<file path="src/rtl/branch_ctrl.sv">
// Branch resolution and misprediction recovery: a 2-bit saturating-counter predictor,
// condition evaluation against ALU flags, and a fixed-length flush/stall window.
module branch_ctrl #(
    parameter int PC_W         = 16,
    parameter int IDX_W        = 4,
    parameter int FLUSH_CYCLES = 2
) (
    input  logic            clk,
    input  logic            rst,
    input  logic [PC_W-1:0] pred_pc,
    output logic            pred_taken,
    input  logic            res_valid,
    input  logic [PC_W-1:0] res_pc,
    input  logic [2:0]      res_cond,
    input  logic            res_z,
    input  logic            res_ov,
    input  logic            res_n,
    input  logic            res_pred,
    input  logic [PC_W-1:0] res_target,
    output logic            flush,
    output logic            stall,
    output logic [PC_W-1:0] redirect_pc,
    output logic [15:0]     miss_count
);

    typedef enum logic {IDLE, RECOVER} state_t;

    localparam int          ENTRIES  = 2 ** IDX_W;
    localparam logic [3:0]  CNT_INIT = 4'(FLUSH_CYCLES - 1);
    localparam logic [2:0]  COND_ALWAYS = 3'd7;

    function automatic logic [1:0] sat_inc2(input logic [1:0] v);
        return (v == 2'b11) ? v : v + 2'd1;
    endfunction

    function automatic logic [1:0] sat_dec2(input logic [1:0] v);
        return (v == 2'b00) ? v : v - 2'd1;
    endfunction

    function automatic logic [15:0] sat_inc16(input logic [15:0] v);
        return (v == 16'hFFFF) ? v : v + 16'd1;
    endfunction

    function automatic logic cond_act(input logic [2:0] c, input logic z, input logic n,
                                      input logic ov);
        case (c)
            3'd0:    return z;
            3'd1:    return ~(z | n);
            3'd2:    return ~n;
            3'd3:    return n;
            3'd4:    return z | n;
            3'd5:    return ~z;
            3'd6:    return ov;
            default: return 1'b1;
        endcase
    endfunction

    state_t          state_q, state_d;
    logic [3:0]      cnt_q, cnt_d;
    logic            flush_q, flush_d;
    logic [PC_W-1:0] redirect_q, redirect_d;
    logic [15:0]     count_q, count_d;
    logic [1:0]      ctr_q [ENTRIES];

    logic [IDX_W-1:0] res_idx;
    logic             act;
    logic             miss;
    logic             upd_en;
    logic [1:0]       upd_val;
    logic             unused_pred_pc_hi;

    // Prediction is a raw read of the pre-update table contents.
    assign pred_taken        = ctr_q[pred_pc[IDX_W-1:0]][1];
    assign unused_pred_pc_hi = ^pred_pc[PC_W-1:IDX_W];

    assign res_idx = res_pc[IDX_W-1:0];
    assign act     = cond_act(res_cond, res_z, res_n, res_ov);
    assign miss    = act ^ res_pred;
    assign upd_val = act ? sat_inc2(ctr_q[res_idx]) : sat_dec2(ctr_q[res_idx]);

    always_comb begin
        state_d    = state_q;
        cnt_d      = cnt_q;
        flush_d    = 1'b0;
        redirect_d = redirect_q;
        count_d    = count_q;
        upd_en     = 1'b0;
        case (state_q)
            IDLE: begin
                if (res_valid) begin
                    upd_en = (res_cond != COND_ALWAYS);
                    if (miss) begin
                        flush_d    = 1'b1;
                        redirect_d = act ? res_target : res_pc + PC_W'(1);
                        count_d    = sat_inc16(count_q);
                        cnt_d      = CNT_INIT;
                        state_d    = RECOVER;
                    end
                end
            end
            RECOVER: begin
                // Resolves arriving here are wrong-path and are dropped.
                if (cnt_q == 4'd0) begin
                    state_d = IDLE;
                end else begin
                    cnt_d = cnt_q - 4'd1;
                end
            end
            default: state_d = IDLE;
        endcase
    end

    always_ff @(posedge clk) begin
        if (rst) begin
            state_q    <= IDLE;
            cnt_q      <= 4'd0;
            flush_q    <= 1'b0;
            redirect_q <= '0;
            count_q    <= 16'd0;
            for (int i = 0; i < ENTRIES; i++) begin
                ctr_q[i] <= 2'b01;
            end
        end else begin
            state_q    <= state_d;
            cnt_q      <= cnt_d;
            flush_q    <= flush_d;
            redirect_q <= redirect_d;
            count_q    <= count_d;
            if (upd_en) begin
                ctr_q[res_idx] <= upd_val;
            end
        end
    end

    assign flush       = flush_q;
    assign stall       = (state_q == RECOVER);
    assign redirect_pc = redirect_q;
    assign miss_count  = count_q;

endmodule

</file>
<file path="config.mk">
export PLATFORM = sky130hd
export DESIGN_NAME = branch_ctrl
export DESIGN_NICKNAME = d
export VERILOG_FILES = /design/src/rtl/branch_ctrl.sv
export SDC_FILE = /design/constraint.sdc
export NUM_CORES = 1
export LEC_CHECK = 0
export CAP_MARGIN = 20
export CELL_PAD_IN_SITES_DETAIL_PLACEMENT = 0
export CELL_PAD_IN_SITES_GLOBAL_PLACEMENT = 1
export CORE_UTILIZATION = 38
export CTS_CLUSTER_DIAMETER = 40
export DETAILED_ROUTE_END_ITERATION = 16
export PLACE_DENSITY = 0.76
export SETUP_SLACK_MARGIN = 0.15
export SYNTH_ARGS = -nofsm -noshare
export SYNTH_HDL_FRONTEND = slang
export SYNTH_SLANG_ARGS = --single-unit
</file>
<file path="constraint.sdc">
create_clock -name clk -period 2.8 [get_ports clk]
set_clock_uncertainty 0.15 [all_clocks]
set_input_delay 0.42 -clock clk [delete_from_list [all_inputs] [get_ports clk]]
set_output_delay 0.42 -clock clk [all_outputs]
set_load 0.01 [all_outputs]
</file>
==> key figures, run 1 <==
Synthesis
  – Leading area contributor after synthesis: edfxtp_1
  – Cell Area, Synth: 3940 um2
  – Synthesized net count: ~460
  – Ys async rst share: 0
  – Mapped Cells: 400
  – #FFs+latches synth: 70
  – Unique masters post-synth: 48
  – Top post-synthesis cells by count: nand2_1 (41), dfxtp_1 (38), edfxtp_1 (32), nor2_1 (28), nand3_1 (27)
  – Mean Syn Cell Area: 9.84 um2
  – EDFF count, synth: 32
  – Yosys top cell area share: 0.244
  – Top post-synthesis cells by area: edfxtp_1 (24%), dfxtp_1 (19%), mux4_2 (4.6%), nand2_1 (3.9%), nand3_1 (3.4%)
  – Sequential share of the synthesized area: 0.437
  – Synth Flop Type: dfxtp_1
  – Most common cell in the synthesized netlist: nand2_1
  – Yosys warnings: 0

Clocking
  – CTS Root Cell: clkbuf_8
  – Clk buf depth: 2
  – Clock transition at the registers of the reported paths: 0.08 ns
  – CTS tree: yes
  – Sink Count: 70
  – Number of CTS-inserted buffers: 9
  – Clock latency reported for the late side of the worst-skew pair: 0.35 ns
  – H-tree Lvls: 3
  – CTS Hold Bufs: 0

Worst hold path
  – End of the worst hold path: redirect_pc[4]
  – Worst min-delay path class: flop to flop
  – Min-delay src: redirect_pc[4]
  – Worst hold path depth: 2

GRT
  – Initial antenna violation count: 0
  – First-pass GRT wire length: between 15 and 20 mm
  – Gr usage total: 0.187
  – Global route overflow: 0
  – Largest net degree at the start of global routing: 56
  – Vias in the first global route: 3,242

Pwr
  – Pwr Density: about 480 nW/um2
  – Worst IR Drop VDD: 0.257 mV
  – Leak: 1.80 nW

Die
  – Chip height: between 100 and 150 um
  – Initial Utilization: 0.397
  – Die width: 104 um
  – Ports: 93
  – Core Footprint: 9910 um2
  – DIE AREA: 10,800 um2
  – FP Rows: 36

STA
  – Endpoints failing hold: 0
  – Final Cycle Share: 0.926
  – Max_slew headroom: 0.633
  – Setup Viol. Count Final: 0
  – RSZ-0062 raised after global routing: no
  – Peak Freq: 0.386 GHz
  – Crit path time final: 2.59 ns
  – Slew Viols, Final: 0
  – Slew @ Worst Pin: 0.551 ns

Finish
  – Non-Filler Instances: 629
  – ANT cells: 0
  – Post-layout nets: about 560
  – Finished Cell Area: 5240 um2
  – Synth-to-layout area growth: 33.1%
  – Layout cells sized above 1: 0.121

Worst setup path
  – Worst reg2reg setup slack: around 0.52 ns
  – CP Data Required Time: between 2 and 3 ns
  – FF-to-FF End: ctr_q[5][0]
  – Crit path kind: input pin to flop
  – Worst setup EP type: flop
  – Worst EP arrival: 2.52 ns
  – Worst setup SP type: input pin
  – Crit path max fanout: 16
  – RR Startpoint: ctr_q[0][1]
  – Reg2Reg Depth: 8

Placed design
  – Inst Count DP: roughly 610
  – I/O Buffers: 80
  – HPWL Detailed: between 7 and 8 mm
  – GPL Wtd Cong: about 0.83
  – Placed cell areas: roughly 5000 um2

Route
  – DR vias: 3,356
  – WL/cell: 15.7 um
  – Drt pass-1 iters: 5
  – Vias per inst: 5.34
  – Iter 0 DRT Violations: between 100 and 150
  – WL final: 9.89 mm
  – Residual DRC count: 0
  – Antenna viol nets, final: 0

Status
  – Status: finished clean

Run
  – Max-capacitance violation count: 0
[per-stage QoR]
step | hold WS, ns | util | worst slack, ns | total power [W] | setup TNS [ns]
after global routing | 0.339 | 0.529 | 0.144 | 0.00261 | 0
after global placement | 0.292 | 0.504 | -0.312 | 0.00160 | -4.71
final | 0.309 | 0.529 | 0.208 | 0.00251 | 0
after detailed placement | 0.298 | 0.504 | -0.337 | 0.00161 | -5.40
after CTS | 0.308 | 0.527 | 0.158 | 0.00252 | 0
after floorplan | 0.317 | - | 0.428 | 0.00139 | 0
[sequential cells by signal (all words and copies together), names as in the netlist]
signal and flops:
ctr_q 32, miss_count 16, redirect_pc 16, cnt_q 4, flush 1, stall 1
[metal layers]
layer,wire [um],up-vias,global-route usage
li1,-,1648,-
met4,121,0,0.0602
met2,4680,93,0.307
met1,4560,1605,0.244
met5,0,-,0
met3,528,10,0.0415
[how the worst max path moves through the flow]
stage	start	slack [ns]	endpoint
after global routing	res_pc[0]	0.14	ctr_q[12][0]
after CTS	res_pc[0]	0.16	ctr_q[5][0]
after floorplan	res_pc[0]	0.43	ctr_q[10][0]
final	res_pc[0]	0.21	ctr_q[5][0]
after detailed placement	pred_pc[0]	-0.34	pred_taken
after global placement	pred_pc[0]	-0.31	pred_taken
[cell type report]
type	count	area (um2)
Clock inverter	6	95.1
Fill cell	924	4670
Sequential cell	70	1720
Inverter	8	30.0
Tap cell	133	166
Clock buffer	10	128
Timing Repair Buffer	108	1060
Multi-Input combinational cell	294	2040
[what timing repair did]
item | 4_1_cts | 5_1_grt
buffers inserted | 0 | 1
cloned | 0 | 0
gates resized for setup | 5 | 1
pin swaps | 1 | 1
hold endpoints to repair | 0 | 0
setup endpoints to repair | 7 | 17
[where the power goes]
group / internal, W / switching [W]
Combinational: 0.000240 / 0.000226
Clock: 0.000510 / 0.000410
Sequential: 0.00110 / 0.0000238
Total: 0.00185 / 0.000660
[critical path: stages]
cell and delay (ns):
clkdlybuf4s50_1 0.48, buf_4 0.16, mux4_1 0.56, a22o_1 0.23
nor2_4 0.12, buf_4 0.12, nand2_1 0.08, o21ai_4 0.09
buf_12 0.16, nand3_1 0.09
[cells in the final DEF (no fill, tap or decap), drive strengths merged, types with 19 or more instances in the layout]
cell type,count
clkdlybuf4s50,77
nand3,27
buf,28
nand2,41
o21ai,19
dfxtp,38
nand2b,20
a21oi,23
nor2,31
edfxtp,32
[cells by family (layout without fill, tap and decap cells)]
group	after synthesis	count (layout)	synth area share
AO/OA/AOI/OAI	66	66	0.110
XOR/XNOR	17	17	0.0378
adder cells (fa/ha/maj)	6	6	0.0191
buffers and inverters	36	132	0.0448
flip-flops	70	70	0.437
multiplexers	24	24	0.107
AND/OR/NAND/NOR	181	181	0.243
Power figures use the tool's default switching activity.
==> run 2, diff against run 1 <==
--- a/config.mk
+++ b/config.mk
@@ -13,6 +13,7 @@
 export DETAILED_ROUTE_END_ITERATION = 16
 export PLACE_DENSITY = 0.76
 export SETUP_SLACK_MARGIN = 0.15
+export SKIP_CTS_REPAIR_TIMING = 1
 export SYNTH_ARGS = -nofsm -noshare
 export SYNTH_HDL_FRONTEND = slang
 export SYNTH_SLANG_ARGS = --single-unit
==> run 2 against run 1 <==
Net effect:
- cell count is the same
- worst setup slack improved by 0.0017 ns
- flip-flop and latch count unchanged
==> key figures, run 2 (synthesized netlist as in run 1, its figures left out) <==
STA
  – Slew Viols, Final: 0 (unchanged)
  – Endpoints failing hold: 0 (unchanged)
  – Peak Freq: 0.386 GHz (about the same)
  – Slew @ Worst Pin: 0.560 ns (+0.00925 ns)
  – Max_slew headroom: 0.627 (-0.00616)
  – Final Cycle Share: 0.925 (about the same)
  – Crit path time final: 2.59 ns (-0.00173 ns)
  – Setup Viol. Count Final: 0 (unchanged)
  – RSZ-0062 raised after global routing: no
  – Hold Worst Slack: 0.309 ns (-0.0000730 ns)

Worst setup path
  – CP Cell Sequence: clkdlybuf4s50_1 -> buf_4 -> mux4_1 -> a22o_1 -> nor2_4 -> buf_4 -> nand2_1 -> o21ai_4 -> buf_12 -> nand3_1
  – Slowest-stage cell, CP: mux4_1
  – FF-to-FF End: ctr_q[5][0]
  – Worst Path Buf+Inv: 4 (unchanged)
  – Worst EP arrival: 2.52 ns (about the same)
  – Crit path launch: res_pc[0]
  – Crit path depth: 10 (unchanged)
  – Crit path kind: input pin to flop
  – Worst setup SP type: input pin
  – Most common cell on crit path: buf_4
  – Worst setup EP type: flop
  – Largest stage delay on the critical path: 0.56 ns (about the same)
  – Worst reg2reg setup slack: 0.51 ns (about the same)
  – Reg2Reg Depth: 8 (unchanged)
  – Critical path's top delay family: buffers and inverters
  – CP Capture Point: ctr_q[5][0]
  – Crit path max fanout: 16 (unchanged)
  – RR Startpoint: ctr_q[0][1]
  – CP Data Required Time: 2.73 ns (about the same)

GRT
  – Met3 Use GR: 0.0415 (unchanged)
  – GR Layer Usage met2: 0.307 (unchanged)
  – Initial antenna violation count: 0 (unchanged)
  – Global route overflow: 0 (unchanged)
  – Vias in the first global route: 3,242 (unchanged)
  – First-pass GRT wire length: 16.1 mm (unchanged)
  – M1 GR Usage: 0.244 (unchanged)
  – GR peak layer: met2
  – Largest net degree at the start of global routing: 56 (unchanged)
  – Gr usage total: 0.187 (unchanged)

Placed design
  – I/O Buffers: 80 (unchanged)
  – Inst Count DP: 612 (unchanged)
  – HPWL Detailed: 7.14 mm (unchanged)
  – GPL Wtd Cong: 0.834 (unchanged)

Clocking
  – CTS tree: yes
  – H-tree Lvls: 3 (unchanged)
  – Clock latency reported for the late side of the worst-skew pair: 0.35 ns (about the same)
  – Clock transition at the registers of the reported paths: 0.08 ns (about the same)
  – Sink Count: 70 (unchanged)
  – Clk buf depth: 2 (unchanged)
  – CTS Root Cell: clkbuf_8
  – Number of CTS-inserted buffers: 9 (unchanged)

Finish
  – Reg with most FFs: ctr_q
  – Commonest non-fill, non-tap cells in the layout: clkdlybuf4s50_1 (77), nand2_1 (41), dfxtp_1 (38), edfxtp_1 (32), nor2_1 (28)
  – Most common cell after layout, fill and taps aside: clkdlybuf4s50_1
  – Max reg flops: 32 (unchanged)
  – Non-Filler Instances: 629 (unchanged)
  – Synth-to-layout area growth: 33.3%
  – Layout cells sized above 1: 0.119 (-0.00202)
  – ANT cells: 0 (unchanged)
  – Post-layout nets: 555 (unchanged)

Route
  – WL/cell: 15.7 um (about the same)
  – DR vias: 3,349 (-0.21%)
  – Antenna viol nets, final: 0 (unchanged)
  – Vias per inst: 5.32 (-0.21%)
  – Residual DRC count: 0 (unchanged)
  – Drt pass-1 iters: 4 (-1)
  – WL final: 9.88 mm (about the same)
  – Iter 0 DRT Violations: 135 (+9.8%)

Pwr
  – Worst IR Drop VDD: 0.256 mV (-0.35%)
  – Pwr Density: 479 nW/um2 (-0.14%)
  – Leak: 1.83 nW (+1.5%)
  – Total power: 0.00251 W (about the same)

Die
  – Initial Utilization: 0.397 (unchanged)
  – Die width: 104 um (unchanged)
  – Chip height: 104 um (unchanged)
  – Core Footprint: 9910 um2 (unchanged)
  – FP Rows: 36 (unchanged)
  – Ports: 93 (unchanged)
  – DIE AREA: 10,800 um2 (unchanged)

Worst hold path
  – Worst min-delay path class: flop to flop
  – Min-delay src: redirect_pc[4]

Run
  – Max-capacitance violation count: 0 (unchanged)

Status
  – Status: finished clean
run 2: power by group:
group	internal [W]	leakage (nW)	switching (W)	total, W
logic	0.000241	1.13	0.000225	0.000466
registers	0.00110	0.587	0.0000238	0.00113
clock network	0.000510	0.111	0.000410	0.000920
total	0.00185	1.83	0.000659	0.00251
run 2: final cells by class:
cell class	instances	area, um2
multi-input combinational	294	2040
clock inverter	6	95.1
clock buffer	10	128
fill	923	4660
tap	133	166
inverter	8	30.0
sequential	70	1720
timing repair buffer	108	1070
run 2: how the worst min path moves through the flow:
stage / end / cells after the start
3_5_place_dp: redirect_pc[4] / 2
6_report: redirect_pc[4] / 2
4_1_cts: redirect_pc[4] / 2
5_1_grt: redirect_pc[8] / 2
3_3_place_gp: redirect_pc[2] / 2
2_1_floorplan: cnt_q[0] / 1
run 2: tightest hold or removal path, delay by kind of cell, from the launching register on:
family           cells  cell delay, ns
AO/OA/AOI/OAI        1            0.05
AND/OR/NAND/NOR      1            0.06
flip-flops           1            0.31
run 2: routing by layer:
metal	up-vias	part of all wire	routed length [um]
li1	1648	-	-
met1	1601	0.46	4550
met2	88	0.47	4690
met3	12	0.051	501
met4	0	0.014	136
met5	-	0	0
run 2: through the flow:
| stage | setup WS (ns) | util | TNS, ns | instance area (um2) |
|---|---|---|---|---|
| floorplan | 0.428 | - | 0 | 3940 |
| global placement | -0.312 | 0.504 | -4.71 | 5000 |
| detailed placement | -0.337 | 0.504 | -5.40 | 5000 |
| CTS | -0.340 | 0.527 | -0.340 | 5220 |
| global route | 0.151 | 0.530 | 0 | 5250 |
| finish | 0.209 | 0.530 | 0 | 5250 |
==> run 3, diff against run 2 <==
--- a/config.mk
+++ b/config.mk
@@ -8,6 +8,7 @@
 export CAP_MARGIN = 20
 export CELL_PAD_IN_SITES_DETAIL_PLACEMENT = 0
 export CELL_PAD_IN_SITES_GLOBAL_PLACEMENT = 1
+export CORE_ASPECT_RATIO = 0.75
 export CORE_UTILIZATION = 38
 export CTS_CLUSTER_DIAMETER = 40
 export DETAILED_ROUTE_END_ITERATION = 16
==> run 3 against run 2 <==
Net effect:
- routed wire length grew 1.9%
- largest power group unchanged
- total power up 8.1%
- utilization up 1.5 points
- critical path depth is 2 lower
- maximum frequency is 4.5% higher
==> key figures, run 3 (synthesized netlist as in run 1, its figures left out) <==
Status
  – Status: finished clean

Worst hold path
  – Worst min-delay path class: flop to flop

Clocking
  – Number of CTS-inserted buffers: 9 (unchanged)
  – CTS tree: yes
  – Sink Count: 70 (unchanged)
  – Clock transition at the registers of the reported paths: 0.06 ns (-0.02 ns)
  – Clock latency reported for the late side of the worst-skew pair: 0.33 ns (-0.02 ns)
  – Clk buf depth: 2 (unchanged)
  – CTS Root Cell: clkbuf_16
  – H-tree Lvls: 3 (unchanged)

Finish
  – Most common cell after layout, fill and taps aside: clkdlybuf4s50_1
  – Reg with most FFs: ctr_q
  – Non-Filler Instances: 632 (+0.48%)
  – Max reg flops: 32 (unchanged)
  – ANT cells: 0 (unchanged)
  – Post-layout nets: 559 (+0.72%)
  – Commonest non-fill, non-tap cells in the layout: clkdlybuf4s50_1 (76), nand2_1 (41), dfxtp_1 (38), edfxtp_1 (32), nor2_1 (28)
  – Layout cells sized above 1: 0.124 (+0.00505)
  – Synth-to-layout area growth: 36.3%
  – Area of the multi-input gates: 2040 um2 (unchanged)
  – Seq. cell area: 1720 um2 (unchanged)
  – Finished Cell Area: 5370 um2 (+2.2%)
  – FILL cells: 868 (-6.0%)

Run
  – Max-capacitance violation count: 0 (unchanged)

Pwr
  – Psw: 0.000680 W (+3.2%)
  – Reg power frac: 0.415 (-0.033)
  – Pwr Density: 506 nW/um2 (+5.8%)
  – Internal: 0.00204 W (+9.9%)
  – Share of total power in combinational logic: 0.177 (-0.009)
  – Leak: 1.89 nW (+3.2%)
  – Total power: 0.00272 W (+8.1%)
  – Sw frac: 0.250 (-0.0119)
  – Clk pwr share: 0.407 (+0.041)
  – Worst IR Drop VDD: 0.286 mV (+12%)

Route
  – Drt pass-1 iters: 4 (unchanged)
  – Iter 0 DRT Violations: 193 (+43%)
  – Vias per inst: 5.34 (+0.30%)
  – WL/cell: 15.9 um (+1.4%)
  – DR vias: 3,375 (+0.78%)
  – Antenna viol nets, final: 0 (unchanged)
  – WL final: 10.1 mm (+1.9%)
  – Residual DRC count: 0 (unchanged)

GRT
  – First-pass GRT wire length: 16.7 mm (+3.2%)
  – Vias in the first global route: 3,316 (+2.3%)
  – Global route overflow: 0 (unchanged)
  – Gr usage total: 0.199 (+0.0119)
  – Largest net degree at the start of global routing: 56 (unchanged)
  – Initial antenna violation count: 0 (unchanged)

STA
  – Max_slew headroom: 0.636 (+0.00964)
  – Fin Setup TNS: 0 ns (unchanged)
  – Final Cycle Share: 0.885 (-0.0399)
  – Setup Viol. Count Final: 0 (unchanged)
  – RSZ-0062 raised after global routing: no
  – Crit path time final: 2.48 ns (-0.112 ns)
  – Peak Freq: 0.403 GHz (+4.5%)
  – Slew Viols, Final: 0 (unchanged)
  – Final WS setup: 0.321 ns (+0.112 ns)
  – Endpoints failing hold: 0 (unchanged)
  – Slew @ Worst Pin: 0.545 ns (-0.0145 ns)

Die
  – Chip height: 90.2 um (-13%)
  – FP Rows: 31 (-14%)
  – Die width: 120 um (+15%)
  – Ports: 93 (unchanged)
  – Core Footprint: 9850 um2 (-0.58%)
  – Initial Utilization: 0.400 (+0.00232)
  – DIE AREA: 10,800 um2 (about the same)

Worst setup path
  – Worst setup SP type: input pin
  – Worst EP arrival: 2.59 ns (+0.07 ns)
  – CP Data Required Time: 2.91 ns (+0.18 ns)
  – Crit path max fanout: 26 (+10)
  – Crit path kind: input pin to flop
  – Worst setup EP type: flop

Placed design
  – Placed cell areas: 5000 um2 (about the same)
  – GPL Wtd Cong: 0.806 (-3.4%)
  – Inst Count DP: 611 (-0.16%)
  – Pre-CTS setup slack: -0.313 ns (+0.0235 ns)
  – I/O Buffers: 80 (unchanged)
  – HPWL Detailed: 7.28 mm (+1.9%)
==> run 3: layout make-up <==
type,instances,share of cell area
multi-input combinational,294,0.380
sequential,70,0.321
timing repair buffer,112,0.208
clock buffer,9,0.0420
tap,132,0.0308
clock inverter,7,0.0121
inverter,8,0.00560
==> run 3: worst paths after layout <==
check	slack (ns)	endpoint	startpoint	cells past startpoint
max	0.32	miss_count[8]	res_cond[1]	8
min	0.30	redirect_pc[4]	redirect_pc[4]	2
max reg2reg	0.44	ctr_q[9][0]	ctr_q[1][1]	8
min reg2reg	0.30	redirect_pc[4]	redirect_pc[4]	2
==> run 3: power by group through the flow <==
stage               logic [W]  clock network [W]  registers (W)
detailed placement   0.000458                  0        0.00115
finish               0.000482            0.00111        0.00113
global route         0.000521            0.00117        0.00113
CTS                  0.000461            0.00113        0.00113
global placement     0.000451                  0        0.00115
floorplan            0.000236                  0        0.00115
==> run 3: layer usage <==
metal	GRT usage	wire length, um
met1	0.286	4940
met2	0.291	4420
met3	0.0514	612
met4	0.0563	100
met5	0	0
==> run 3: worst max-delay path, stage by stage <==
cell	delay, ns
clkdlybuf4s50_1	0.46
and3b_1	0.19
a311o_1	0.35
a21oi_1	0.25
o21ai_2	0.10
buf_12	0.16
or4_1	0.50
a21oi_1	0.15
==> run 3: through the flow <==
stage / util / hold slack [ns]
after floorplan: - / 0.317
after global placement: 0.507 / 0.294
after detailed placement: 0.507 / 0.300
after CTS: 0.537 / 0.308
after global routing: 0.545 / 0.323
final: 0.545 / 0.303
